**config.mk**
```make
export PLATFORM = sky130hd
export DESIGN_NAME = bram_write_arbiter
export DESIGN_NICKNAME = d
export VERILOG_FILES = /design/src/rtl/bram_write_arbiter.sv
export SDC_FILE = /design/constraint.sdc
export NUM_CORES = 1
export LEC_CHECK = 0
export BUFFER_PORTS_ARGS = -buffer_cell sky130_fd_sc_hd__buf_2
export CAP_MARGIN = 0
export CORE_MARGIN = 2
export CORE_UTILIZATION = 53
export DETAILED_ROUTE_END_ITERATION = 12
export PLACE_DENSITY = 0.73
export SKIP_CTS_REPAIR_TIMING = 1
export SLEW_MARGIN = 20
export SYNTH_ARGS = -nofsm -noshare
export SYNTH_HDL_FRONTEND = slang
export SYNTH_SLANG_ARGS = --single-unit
```
**constraint.sdc**
```tcl
create_clock -name clk -period 5.75 [get_ports clk]
set_input_delay 0.8625 -clock clk [delete_from_list [all_inputs] [get_ports clk]]
set_output_delay 0.8625 -clock clk [all_outputs]
set_load 0.01 [all_outputs]
```
**src/rtl/bram_write_arbiter.sv**
```systemverilog
// N-channel write arbiter for frame-buffer BRAM port A: per-channel FIFOs, fixed/round-robin grant, idle-slot read-back.
// Optional ARB_DROP_COUNT_EN adds per-channel saturating dropped-push counters on o_drop_cnt.
module bram_write_arbiter #(
  parameter int CHANNELS   = 4,
  parameter int SEL_WIDTH  = 2,
  parameter int ADDR_WIDTH = 17,
  parameter int DATA_WIDTH = 12,
  parameter int FIFO_DEPTH = 4
) (
  input  logic                           clk,
  input  logic                           i_reset,
  input  logic                           i_mode,
  input  logic [SEL_WIDTH-1:0]           i_sel,
  input  logic [CHANNELS-1:0]            i_we,
  input  logic [CHANNELS*ADDR_WIDTH-1:0] i_addr,
  input  logic [CHANNELS*DATA_WIDTH-1:0] i_data,
  output logic [CHANNELS-1:0]            o_full,
  input  logic                           i_rd_req,
  input  logic [ADDR_WIDTH-1:0]          i_rd_addr,
  output logic [DATA_WIDTH-1:0]          o_rd_data,
  output logic                           o_rd_valid,
  output logic                           o_wea,
  output logic [ADDR_WIDTH-1:0]          o_addra,
  output logic [DATA_WIDTH-1:0]          o_dia,
  input  logic [DATA_WIDTH-1:0]          i_doa
`ifdef ARB_DROP_COUNT_EN
  ,
  output logic [CHANNELS*16-1:0]         o_drop_cnt
`endif
);

  localparam int PTR_W = $clog2(CHANNELS);
  localparam int AW    = $clog2(FIFO_DEPTH);
  localparam int CW    = AW + 1;
  localparam int EW    = ADDR_WIDTH + DATA_WIDTH;

  logic [EW-1:0]       mem       [CHANNELS][FIFO_DEPTH];
  logic [AW-1:0]       wr_ptr    [CHANNELS];
  logic [AW-1:0]       rd_ptr    [CHANNELS];
  logic [CW-1:0]       count     [CHANNELS];
  logic [CW-1:0]       count_nxt [CHANNELS];
  logic [CHANNELS-1:0] not_empty;
  logic [CHANNELS-1:0] push;
  logic [CHANNELS-1:0] pop;
  logic [PTR_W-1:0]    rr_ptr;
  logic                grant_valid;
  logic [PTR_W-1:0]    grant_idx;
  logic [EW-1:0]       head;
  logic                rd_p1;
  logic                rd_p2;
  logic                rd_issue;

  always_comb begin
    for (int k = 0; k < CHANNELS; k++) begin
      not_empty[k] = (count[k] != '0);
    end
  end

  // Round robin picks the non-empty channel at the smallest distance past rr_ptr.
  always_comb begin
    int d;
    int best_d;
    // NOTE: every variable gets a default before any branch so no latch is inferred.
    grant_valid = 1'b0;
    grant_idx   = '0;
    best_d      = CHANNELS;
    d           = 0;
    if (i_mode) begin
      for (int k = 0; k < CHANNELS; k++) begin
        d = k - int'(rr_ptr) - 1;
        if (d < 0) d = d + CHANNELS;
        if (not_empty[k] && d < best_d) begin
          best_d    = d;
          grant_idx = PTR_W'(k);
        end
      end
      grant_valid = (best_d < CHANNELS);
    end else begin
      for (int k = 0; k < CHANNELS; k++) begin
        if (not_empty[k] && int'(i_sel) == k) begin
          grant_valid = 1'b1;
          grant_idx   = PTR_W'(k);
        end
      end
    end
  end

  // A push onto a full FIFO is still accepted when the same edge pops it.
  always_comb begin
    head = '0;
    for (int k = 0; k < CHANNELS; k++) begin
      pop[k]       = grant_valid && (grant_idx == PTR_W'(k));
      push[k]      = i_we[k] && (!o_full[k] || pop[k]);
      count_nxt[k] = count[k] + {{(CW-1){1'b0}}, push[k]} - {{(CW-1){1'b0}}, pop[k]};
      if (pop[k]) head = mem[k][rd_ptr[k]];
    end
  end

  // NOTE: FIFO storage carries no reset; the pointers and counts alone define what is valid.
  always_ff @(posedge clk) begin
    for (int k = 0; k < CHANNELS; k++) begin
      if (push[k]) begin
        mem[k][wr_ptr[k]] <= {i_addr[k*ADDR_WIDTH +: ADDR_WIDTH], i_data[k*DATA_WIDTH +: DATA_WIDTH]};
      end
    end
  end

  // NOTE: sequential state uses non-blocking assignments so all registers update together.
  always_ff @(posedge clk) begin
    if (i_reset) begin
      for (int k = 0; k < CHANNELS; k++) begin
        wr_ptr[k] <= '0;
        rd_ptr[k] <= '0;
        count[k]  <= '0;
      end
      o_full <= '0;
    end else begin
      for (int k = 0; k < CHANNELS; k++) begin
        if (push[k]) wr_ptr[k] <= wr_ptr[k] + AW'(1);
        if (pop[k])  rd_ptr[k] <= rd_ptr[k] + AW'(1);
        count[k]  <= count_nxt[k];
        o_full[k] <= (count_nxt[k] == CW'(FIFO_DEPTH));
      end
    end
  end

  // A read issues only in a grant-free cycle; the valid cycle also blocks so a held request cannot re-issue.
  assign rd_issue = i_rd_req && !grant_valid && !rd_p1 && !rd_p2 && !o_rd_valid;

  always_ff @(posedge clk) begin
    if (i_reset) begin
      o_wea      <= 1'b0;
      o_addra    <= '0;
      o_dia      <= '0;
      rr_ptr     <= PTR_W'(CHANNELS - 1);
      rd_p1      <= 1'b0;
      rd_p2      <= 1'b0;
      o_rd_valid <= 1'b0;
      o_rd_data  <= '0;
    end else begin
      o_wea <= grant_valid;
      if (grant_valid) begin
        o_addra <= head[EW-1:DATA_WIDTH];
        o_dia   <= head[DATA_WIDTH-1:0];
        rr_ptr  <= grant_idx;
      end else if (rd_issue) begin
        o_addra <= i_rd_addr;
      end
      rd_p1      <= rd_issue;
      rd_p2      <= rd_p1;
      o_rd_valid <= rd_p2;
      if (rd_p2) o_rd_data <= i_doa;
    end
  end

`ifdef ARB_DROP_COUNT_EN
  logic [15:0] drop_cnt [CHANNELS];

  always_ff @(posedge clk) begin
    if (i_reset) begin
      for (int k = 0; k < CHANNELS; k++) drop_cnt[k] <= '0;
    end else begin
      for (int k = 0; k < CHANNELS; k++) begin
        if (i_we[k] && !push[k] && drop_cnt[k] != 16'hFFFF) drop_cnt[k] <= drop_cnt[k] + 16'd1;
      end
    end
  end

  always_comb begin
    for (int k = 0; k < CHANNELS; k++) o_drop_cnt[k*16 +: 16] = drop_cnt[k];
  end
`endif

endmodule
```
# Yosys cells after proc, flatten, opt, wreduce, memory -nomap -nowiden

Memory sizes are Yosys's and may differ from the RTL's.
Index checks and enable logic that the tools add are counted.
W data, S select, Z words.

Memory bits (writable): 492
Output and inout bits: 47
Memories: 4
Logic and storage cells: 232
Input port bits: 155
Bits in registers: 51

Memories:

| name   | depth | width | read ports | clocked after Yosys merged registers in | write ports | line | source |
|---|---|---|---|---|---|---|---|
| mem    | 4     | 116   | 4          | 0                                       | 4           | 37   | `logic [EW-1:0] mem [CHANNELS][FIFO_DEPTH];` |
| count  | 4     | 3     | 4          | 0                                       | 4           | 40   | `logic [CW-1:0] count [CHANNELS];` |
| rd_ptr | 4     | 2     | 4          | 0                                       | 4           | 39   | `logic [AW-1:0] rd_ptr [CHANNELS];` |
| wr_ptr | 4     | 2     | 4          | 0                                       | 4           | 38   | `logic [AW-1:0] wr_ptr [CHANNELS];` |

Order comparisons: 21
Bitwise gates (word level): 20
Eq/ne operators: 10
Reduce and logical (&&, ||, !) cells: 43
Add/sub/neg operators: 28
Multiplexer cells: 97

Operators with widths:

| kind                  | number |
|---|---|
| $mux W32              | 16 |
| $mux W116             | 4 |
| $mux W29              | 16 |
| $bmux W29 S2          | 4 |
| $demux W29 S2         | 4 |
| $lt A32 B32 Y1        | 3 |
| $lt A32 B4 Y1 const B | 2 |
| $mux W1               | 34 |
| $mux W17              | 2 |
| $mux W2               | 13 |
| $ge A3 B3 Y1 const B  | 8 |
| $logic_and A1 B1 Y1   | 24 |
| $not A2 Y3            | 8 |
| $add A4 B4 Y5 const B | 4 |
| $add A2 B1 Y2 const B | 8 |
| $lt A4 B1 Y1 const B  | 4 |
| $sub A3 B2 Y4 const B | 4 |
| $add A3 B1 Y3         | 4 |
| $eq A3 B3 Y1 const B  | 4 |
| $lt A3 B1 Y1 const B  | 4 |
| $mux W3               | 4 |
| $or A1 B1 Y1          | 12 |
| $reduce_bool A3 Y1    | 4 |
| $sub A3 B1 Y3         | 4 |
| other kinds (8)       | 25 |

# Logic depth before layout (Yosys ltp)

Gate-level depths: netlist of run 1.

Word-level depth: 30
Depth in mapped cells: 27
Mapped depth without buffers: 25

# Worst setup path before layout of run 1

No wires, ideal clock.

Path kind: reg2reg
Start point: register rr_ptr[0]
End point: register o_full[3]
Period minus slack after synthesis: 5.458 ns
Arrival time: 5.330 ns
Data required time: 5.622 ns
Library setup time: 0.128 ns
Path slack: 0.292 ns
Cell stages (with the launch flop): 28
Path through: dfxtp_1 > clkbuf_1 > inv_1 > ha_1 > xor2_1 > inv_1 > ha_1 > inv_1 > ha_1 > nand3_1 > o21ai_0 > nor3_1 > a21oi_1 > a31oi_1 > ha_1 > nor4_1 > or4_1 > a21oi_2 > o21a_4 > nor2_2 > buf_2 > buf_2 > ha_1 > inv_1 > ha_1 > fa_1 > xnor2_1 > nor4_1

Word-level cells in the longest chain between the ends: 29
Elaborated cells on any way between the ends: 53
Classes of those cells: add/sub (14); order compare (9); eq/ne (2); mux (21); reduce/logical (7)

RTL lines:

| item                                                 | line | source |
|---|---|---|
| start, declared                                      | 45   | `logic [PTR_W-1:0] rr_ptr;` |
| start signal, assigned                               | 135  | `rr_ptr <= PTR_W'(CHANNELS - 1);` |
| start signal, assigned                               | 145  | `rr_ptr <= grant_idx;` |
| $sub A1 B2 Y3                                        | 70   | `d = k - int'(rr_ptr) - 1;` |
| $sub A3 B2 Y4                                        | 70   |  |
| $add A4 B4 Y5 / $lt A4 B1 Y1 (equally long branches) | 71   | `if (d < 0) d = d + CHANNELS;` |
| $mux W32                                             | 71   |  |
| $mux W32                                             | 68   | `if (i_mode) begin` |
| $lt A32 B4 Y1                                        | 72   | `if (not_empty[k] && d < best_d) begin` |
| $logic_and A1 B1 Y1                                  | 72   |  |
| $mux W32                                             | 72   |  |
| [... 13 more ...]                                    | n/a  |  |
| $lt A32 B4 Y1                                        | 77   | `grant_valid = (best_d < CHANNELS);` |
| $mux W1                                              | 68   |  |
| $logic_and A1 B1 Y1 *                                | 92   | `pop[k] = grant_valid && (grant_idx == PTR_W'(k));` |
| $logic_or A1 B1 Y1                                   | 93   | `push[k] = i_we[k] && (!o_full[k] \|\| pop[k]);` |
| $logic_and A1 B1 Y1                                  | 93   |  |
| $add A3 B1 Y3                                        | 94   | `count_nxt[k] = count[k] + {{(CW-1){1'b0}}, push[k]} - {{(CW-1){1'b0}}, pop[k]};` |
| $sub A3 B1 Y3 *                                      | 94   |  |
| $eq A3 B3 Y1 *                                       | 122  | `o_full[k] <= (count_nxt[k] == CW'(FIFO_DEPTH));` |
| end signal, assigned by index                        | 122  |  |
| end, declared                                        | 17   | `output logic [CHANNELS-1:0] o_full,` |

Every way passes the cells marked *; elsewhere a longest branch is shown, timed or not. The select of a mux whose other input is x is not followed.
A chain may end at the register's enable or synchronous reset.

# Worst setup path in the final report of run 1

Start point: register rr_ptr[0]
End point: register o_full[2]

Same word-level chain as after synthesis.

==> qor.txt, run 1 <==
outcome - complete, no violations
htree depth - 2
critical path endpoint category - register
Synth Area in Adders - 0.0221
predominant post-synthesis flop cell - edfxtp_1
final count of pins violating max slew - 0
Syn Area/Cell - 18.6 µm²
starting DRC count in detailed routing - 886
IO Port Bufs - 201
Sink Count - 543
GRT Util Overall - 0.232
WP data arrival - 5.71 ns
register bit total from synthesis - 543
pwr dens - 519 nW/µm²
P&R area growth vs syn - 15.7%
CP Launch Type - register
vias in the first global route - 11.5k
highest clock rate - 190 MHz
worst r2r path cells - 25
I/O Pins - 202
Worst-path clk slew - 0.06 ns
Tightest Pin Transition - 0.911 ns
Die Width - 206 µm
Die Height - 206 µm
post-synthesis compound-gate area fraction - 0.0470
Relative slew margins - 0.393
Req. time, crit path - 6.20 ns
Cells after Synth - 1166
Post-Syn Area - 21700 µm²
TritonCTS clock tree - built
Hold WC Path Type - in -> reg
Final ANT Viol Nets - 0
largest net degree at the start of global routing - 72
number of flops mapped to enable cells by yosys - 480
Post-synth ARST share - 0
simple-gate share of the synthesized area - 0.0499
Clk Latency, worst-skew pair - 0.61 ns
routed wire length - 48600 µm
CP max FO - 6
Hold Vio Cnt, Final - 0
CTS buffer count - 53
Final WS setup - 0.489 ns
register area share after synthesis - 0.722
Ys Warns - 0
Vias/cell - 5.79
drt pass-1 iters - 6
grt ovf - 0
min cycle time layout - 5.26 ns
dpl cells - 1877
cell taking the most area after synthesis - edfxtp_1
# fillers - 2921
Leakage Power - 8.67 nW
hold_sp - i_addr[2]
RSZ-0062 raised after global routing - no
Crit Path Class - reg -> reg
VDD IR max - 0.315 mV
reg2reg setup slack - 0.49 ns
Cell Count, Final, Fillers Out - 1978
hold endpoint - mem[0][101]
max_cap viols - 0
num rows - 74
largest family of logic cells by synthesized area - multiplexers
Yosys top cell area share - 0.664
Post-DP HPWL - 33100 µm
skew final - 0.0264 ns
initial core utilization - 0.534
dpl ws - 0.348 ns
CP max stage delay - 0.53 ns
synth unique cells - 67
setup tns final - 0 ns
Layout Nets - 1591
DIE AREA - 42600 µm²
clock buffer depth - 3
DRC violations left - 0
layout cells sized above 1 - 0.317
final setup vio count - 0
period utilization - 0.915
antenna violations before repair - 7
Routed wire per std cell - 24.6 µm
CP dominant cell by count - ha_1
Overall Power - 13.0 mW
mux cell area share after synthesis - 0.135
Critical Path Slowest Stage Cell - or4_1
core area - 40600 µm²
Post-Synth XOR/XNOR Area - 0.00565
largest cells by area after synthesis - edfxtp_1, mux4_2, dfxtp_1, ha_1, mux2i_1
worst r2r src - rr_ptr[0]
reg2reg end - o_full[2]
vias - 11.4k
first-pass GRT wire length - 71100 µm
WHS Path Cells - 1
Clk Tree Root Cell - clkbuf_16
GPL Wtd Cong - 0.885
critical path, delay by kind of cell (launching register included):
family | cells | cell delay [ns]
DFF | 1 | 0.38
AOI/OAI and AO/OA | 5 | 0.79
adders and majority gates | 7 | 1.77
and+or+nand+nor | 6 | 1.41
xor gates and xnor gates | 3 | 0.55
buffers and inverters | 4 | 0.23
routing by layer:
layer | up-vias | global-route usage | routed length [µm]
li1 | 5148 | - | -
met1 | 5824 | 0.305 | 19200
met2 | 386 | 0.384 | 24200
met3 | 78 | 0.0580 | 3780
met4 | 10 | 0.0747 | 1370
met5 | - | 0 | 57
Yosys cell counts (4+ instances only):
cell	number
buf_4	4
buf_2	12
edfxtp_1	480
nor2_1	51
a22oi_1	12
dfxtp_1	63
o32ai_1	23
buf_1	5
o21ai_0	15
mux2i_1	31
xnor2_1	13
fa_1	4
a211oi_1	28
a21oi_1	24
nor2b_1	39
nand2b_1	5
nand2_1	29
nor3b_1	4
nor4_1	12
clkbuf_1	37
nor3_1	11
and2_1	15
o21ai_1	4
mux4_2	116
ha_1	32
inv_1	33
and3_1	4
layout make-up:
class / instances / area (µm²) / share of cell area
Tap cell: 532 / 666 / 0.0265
Clock inverter: 23 / 231 / 0.00922
Antenna cell: 3 / 7.51 / 0.000299
Timing Repair Buffer: 237 / 1280 / 0.0508
Clock buffer: 75 / 1460 / 0.0582
Inverter: 35 / 131 / 0.00523
Sequential cell: 543 / 15700 / 0.624
Multi-Input combinational cell: 530 / 5660 / 0.225
flip-flops by register name, indices dropped and copies added (netlist names):
name        flops
rd_p1           1
rd_p2           1
rd_ptr          8
mem           464
o_wea           1
o_dia          12
o_rd_valid      1
o_full          4
o_addra        17
o_rd_data      12
rr_ptr          2
count          12
wr_ptr          8
worst max-delay path by stage:
stage,startpoint,endpoint,slack (ns),depth (start not counted)
floorplan,rr_ptr[0],o_full[3],0.29,27
global placement,rr_ptr[0],o_full[2],0.51,25
detailed placement,rr_ptr[0],o_full[2],0.35,25
CTS,rr_ptr[0],o_full[2],0.33,25
global route,rr_ptr[0],o_full[2],0.005,24
finish,rr_ptr[0],o_full[2],0.49,25
through the flow:
| step | hold WS [ns] | util | instance area (µm²) |
|---|---|---|---|
| 5_1_grt | 0.453 | 0.618 | 25100 |
| 3_5_place_dp | 0.476 | 0.576 | 23400 |
| 4_1_cts | 0.442 | 0.617 | 25100 |
| 3_3_place_gp | 0.456 | 0.576 | 23400 |
| 6_report | 0.469 | 0.618 | 25100 |
| 2_1_floorplan | 0.439 | - | 21700 |
cell usage in the layout, fill, tap and decap left out, drive strengths merged, types with 5 or more instances in the layout:
| cell type | netlist | routed |
|---|---|---|
| edfxtp | 480 | 480 |
| buf | 22 | 237 |
| mux4 | 116 | 116 |
| clkbuf | 37 | 75 |
| dfxtp | 63 | 63 |
| nor2 | 52 | 52 |
| nor2b | 39 | 39 |
| inv | 35 | 36 |
| ha | 32 | 32 |
| mux2i | 31 | 31 |
| nand2 | 29 | 29 |
| a211oi | 28 | 28 |
| a21oi | 27 | 27 |
| o32ai | 26 | 26 |
| o21ai | 20 | 20 |
| clkinv | 0 | 17 |
| and2 | 15 | 15 |
| nor3 | 15 | 15 |
| xnor2 | 13 | 13 |
| nor4 | 12 | 12 |
| a22oi | 12 | 12 |
| nand2b | 6 | 6 |
| or2 | 6 | 6 |
| nor3b | 5 | 5 |
cells by family (layout without fill, tap and decap cells):
group,Yosys count,after routing
buffers and inverters,94,370
AO/OA/AOI/OAI,134,134
adder cells (fa/ha/maj),36,36
other,1,5
XOR/XNOR,14,14
multiplexers,148,148
AND/OR/NAND/NOR,196,196
flip-flops,543,543
where the power goes:
group	internal, mW	switching (mW)	leakage, nW
logic	1.86	2.83	2.90
registers	4.74	0.227	4.95
clock network	1.95	1.42	0.826
total	8.55	4.48	8.67
Note: power is estimated with default switching activity, not from simulation.
==> inputs of run 2 (changes only) <==
Settings changed: CELL_PAD_IN_SITES_DETAIL_PLACEMENT set to 1, CELL_PAD_IN_SITES_GLOBAL_PLACEMENT set to 1, CORE_MARGIN 2 to unset, CORE_UTILIZATION 53 to 46, PLACE_DENSITY 0.73 to 0.74.
==> run 2 against run 1 <==
Effect of this change:
- clock skew rose by 0.0063 ns
- critical path type unchanged
- die area rose by 13%
- highest routed layer unchanged
- fmax fell by 3.5%
- global-route usage fell by 0.13 points
- via count rose by 2.8%
- flip-flop and latch count did not move
- largest cell class unchanged
- cell area rose by 1.5%
- non-clock buffer count rose by 6
==> qor.txt, run 2 (synthesis results as in run 1) <==
outcome - complete, no violations
CTS buffer count - 56
largest net degree at the start of global routing - 47
initial core utilization - 0.466
final instance area - 25500 µm²
final setup vio count - 0
htree depth - 2
GRT Util Overall - 0.231
final count of pins violating max slew - 0
P&R area growth vs syn - 17.4%
Gate power share - 0.363
setup tns final - 0 ns
clock buffer depth - 3
DRC violations left - 0
worst r2r src - rr_ptr[0]
min cycle time layout - 5.45 ns
Die Height - 219 µm
NetSw - 4.76 mW
Tightest Pin Transition - 0.883 ns
Layout Nets - 1600
Post-DP HPWL - 38000 µm
Die Width - 219 µm
Hold Vio Cnt, Final - 0
CP max FO - 7
area post-placement - 23600 µm²
pwr dens - 535 nW/µm²
layout cells sized above 1 - 0.325
vias - 11.8k
drt pass-1 iters - 8
Hold WC Path Type - in -> reg
max_cap viols - 0
Clock power frac - 0.271
Clk Latency, worst-skew pair - 0.62 ns
period utilization - 0.948
antenna violations before repair - 9
sw frac - 0.350
core area - 46600 µm²
CP startpoint - rr_ptr[0]
routed wire length - 54400 µm
skew final - 0.0327 ns
DIE AREA - 48100 µm²
Leakage Power - 8.80 nW
TritonCTS clock tree - built
CP Launch Type - register
Vias/cell - 5.70
critical path endpoint category - register
hold_sp - i_data[42]
VDD IR max - 0.363 mV
Routed wire per std cell - 26.3 µm
# fillers - 4260
I/O Pins - 202
FF+latch area - 15700 µm²
Final ANT Viol Nets - 0
first-pass GRT wire length - 79600 µm
GPL Wtd Cong - 0.921
Clk Tree Root Cell - clkbuf_16
Largest register FFs - 464
register share of total power - 0.366
Sink Count - 543
commonest cells after routing, fill and taps aside - edfxtp_1, buf_2, mux4_2, dfxtp_1, clkbuf_16
vias in the first global route - 12.4k
IO Port Bufs - 201
area of the multi-input gates - 5660 µm²
WP data arrival - 5.91 ns
Req. time, crit path - 6.21 ns
Relative slew margins - 0.408
commonest non-fill, non-tap cell in the layout - edfxtp_1
num rows - 79
Worst-path clk slew - 0.07 ns
highest clock rate - 183 MHz
worst hold slack - 0.473 ns
starting DRC count in detailed routing - 826
Finished Core Util - 0.547
grt ovf - 0
Internal - 8.87 mW
Overall Power - 13.6 mW
Crit Path Class - reg -> reg
==> run 2: through the flow <==
step                      setup slack [ns]  instances
after CTS                            0.187       2063
after global placement               0.402       1958
after floorplan                      0.292       1167
after global routing               -0.0173       2064
after detailed placement             0.262       1958
final                                0.297       2065
==> run 2: layout make-up <==
type,count,area share
inverter,35,0.00516
sequential,543,0.615
clock inverter,39,0.0159
tap,607,0.0298
multi-input combinational,530,0.222
clock buffer,66,0.0573
timing repair buffer,243,0.0543
antenna,2,0.000196
==> run 2: metal layers <==
| layer | up-vias | part of all wire | GRT usage |
|---|---|---|---|
| li1 | 5174 | - | - |
| met1 | 6115 | 0.40 | 0.302 |
| met5 | - | 0.0013 | 0 |
| met4 | 12 | 0.033 | 0.0850 |
| met2 | 367 | 0.49 | 0.378 |
| met3 | 99 | 0.069 | 0.0539 |
==> run 2: worst max-delay path, stage by stage (launching register included) <==
cell	delay, ns
dfxtp_1	0.38
inv_1	0.06
ha_1	0.20
xor2_1	0.20
inv_1	0.07
ha_1	0.27
inv_1	0.06
ha_1	0.33
nand3_1	0.09
o21ai_0	0.19
nor3_2	0.48
a21oi_1	0.14
a31oi_1	0.17
ha_1	0.23
nor4_1	0.08
o41a_1	0.47
o21bai_4	0.25
or2_1	0.19
nor2_2	0.08
ha_1	0.30
inv_1	0.04
ha_1	0.20
fa_1	0.39
xnor2_1	0.19
xnor2_1	0.16
nor4_1	0.07
==> run 2: final timing paths <==
| path | endpoint | slack (ns) | cells after the start |
|---|---|---|---|
| worst min-delay path | mem[3][6] | 0.47 | 1 |
| worst max register to register | o_full[2] | 0.30 | 25 |
| worst max-delay path | o_full[2] | 0.30 | 25 |
| worst min register to register | o_rd_data[5] | 0.49 | 2 |
==> run 2: power by group through the flow <==
stage | clock [mW] | sequential, mW | combinational (mW)
CTS | 3.76 | 5.00 | 4.93
detailed placement | 0 | 5.08 | 4.90
floorplan | 0 | 4.98 | 3.11
finish | 3.69 | 4.99 | 4.95
global route | 3.89 | 5.03 | 5.27
global placement | 0 | 5.05 | 4.82
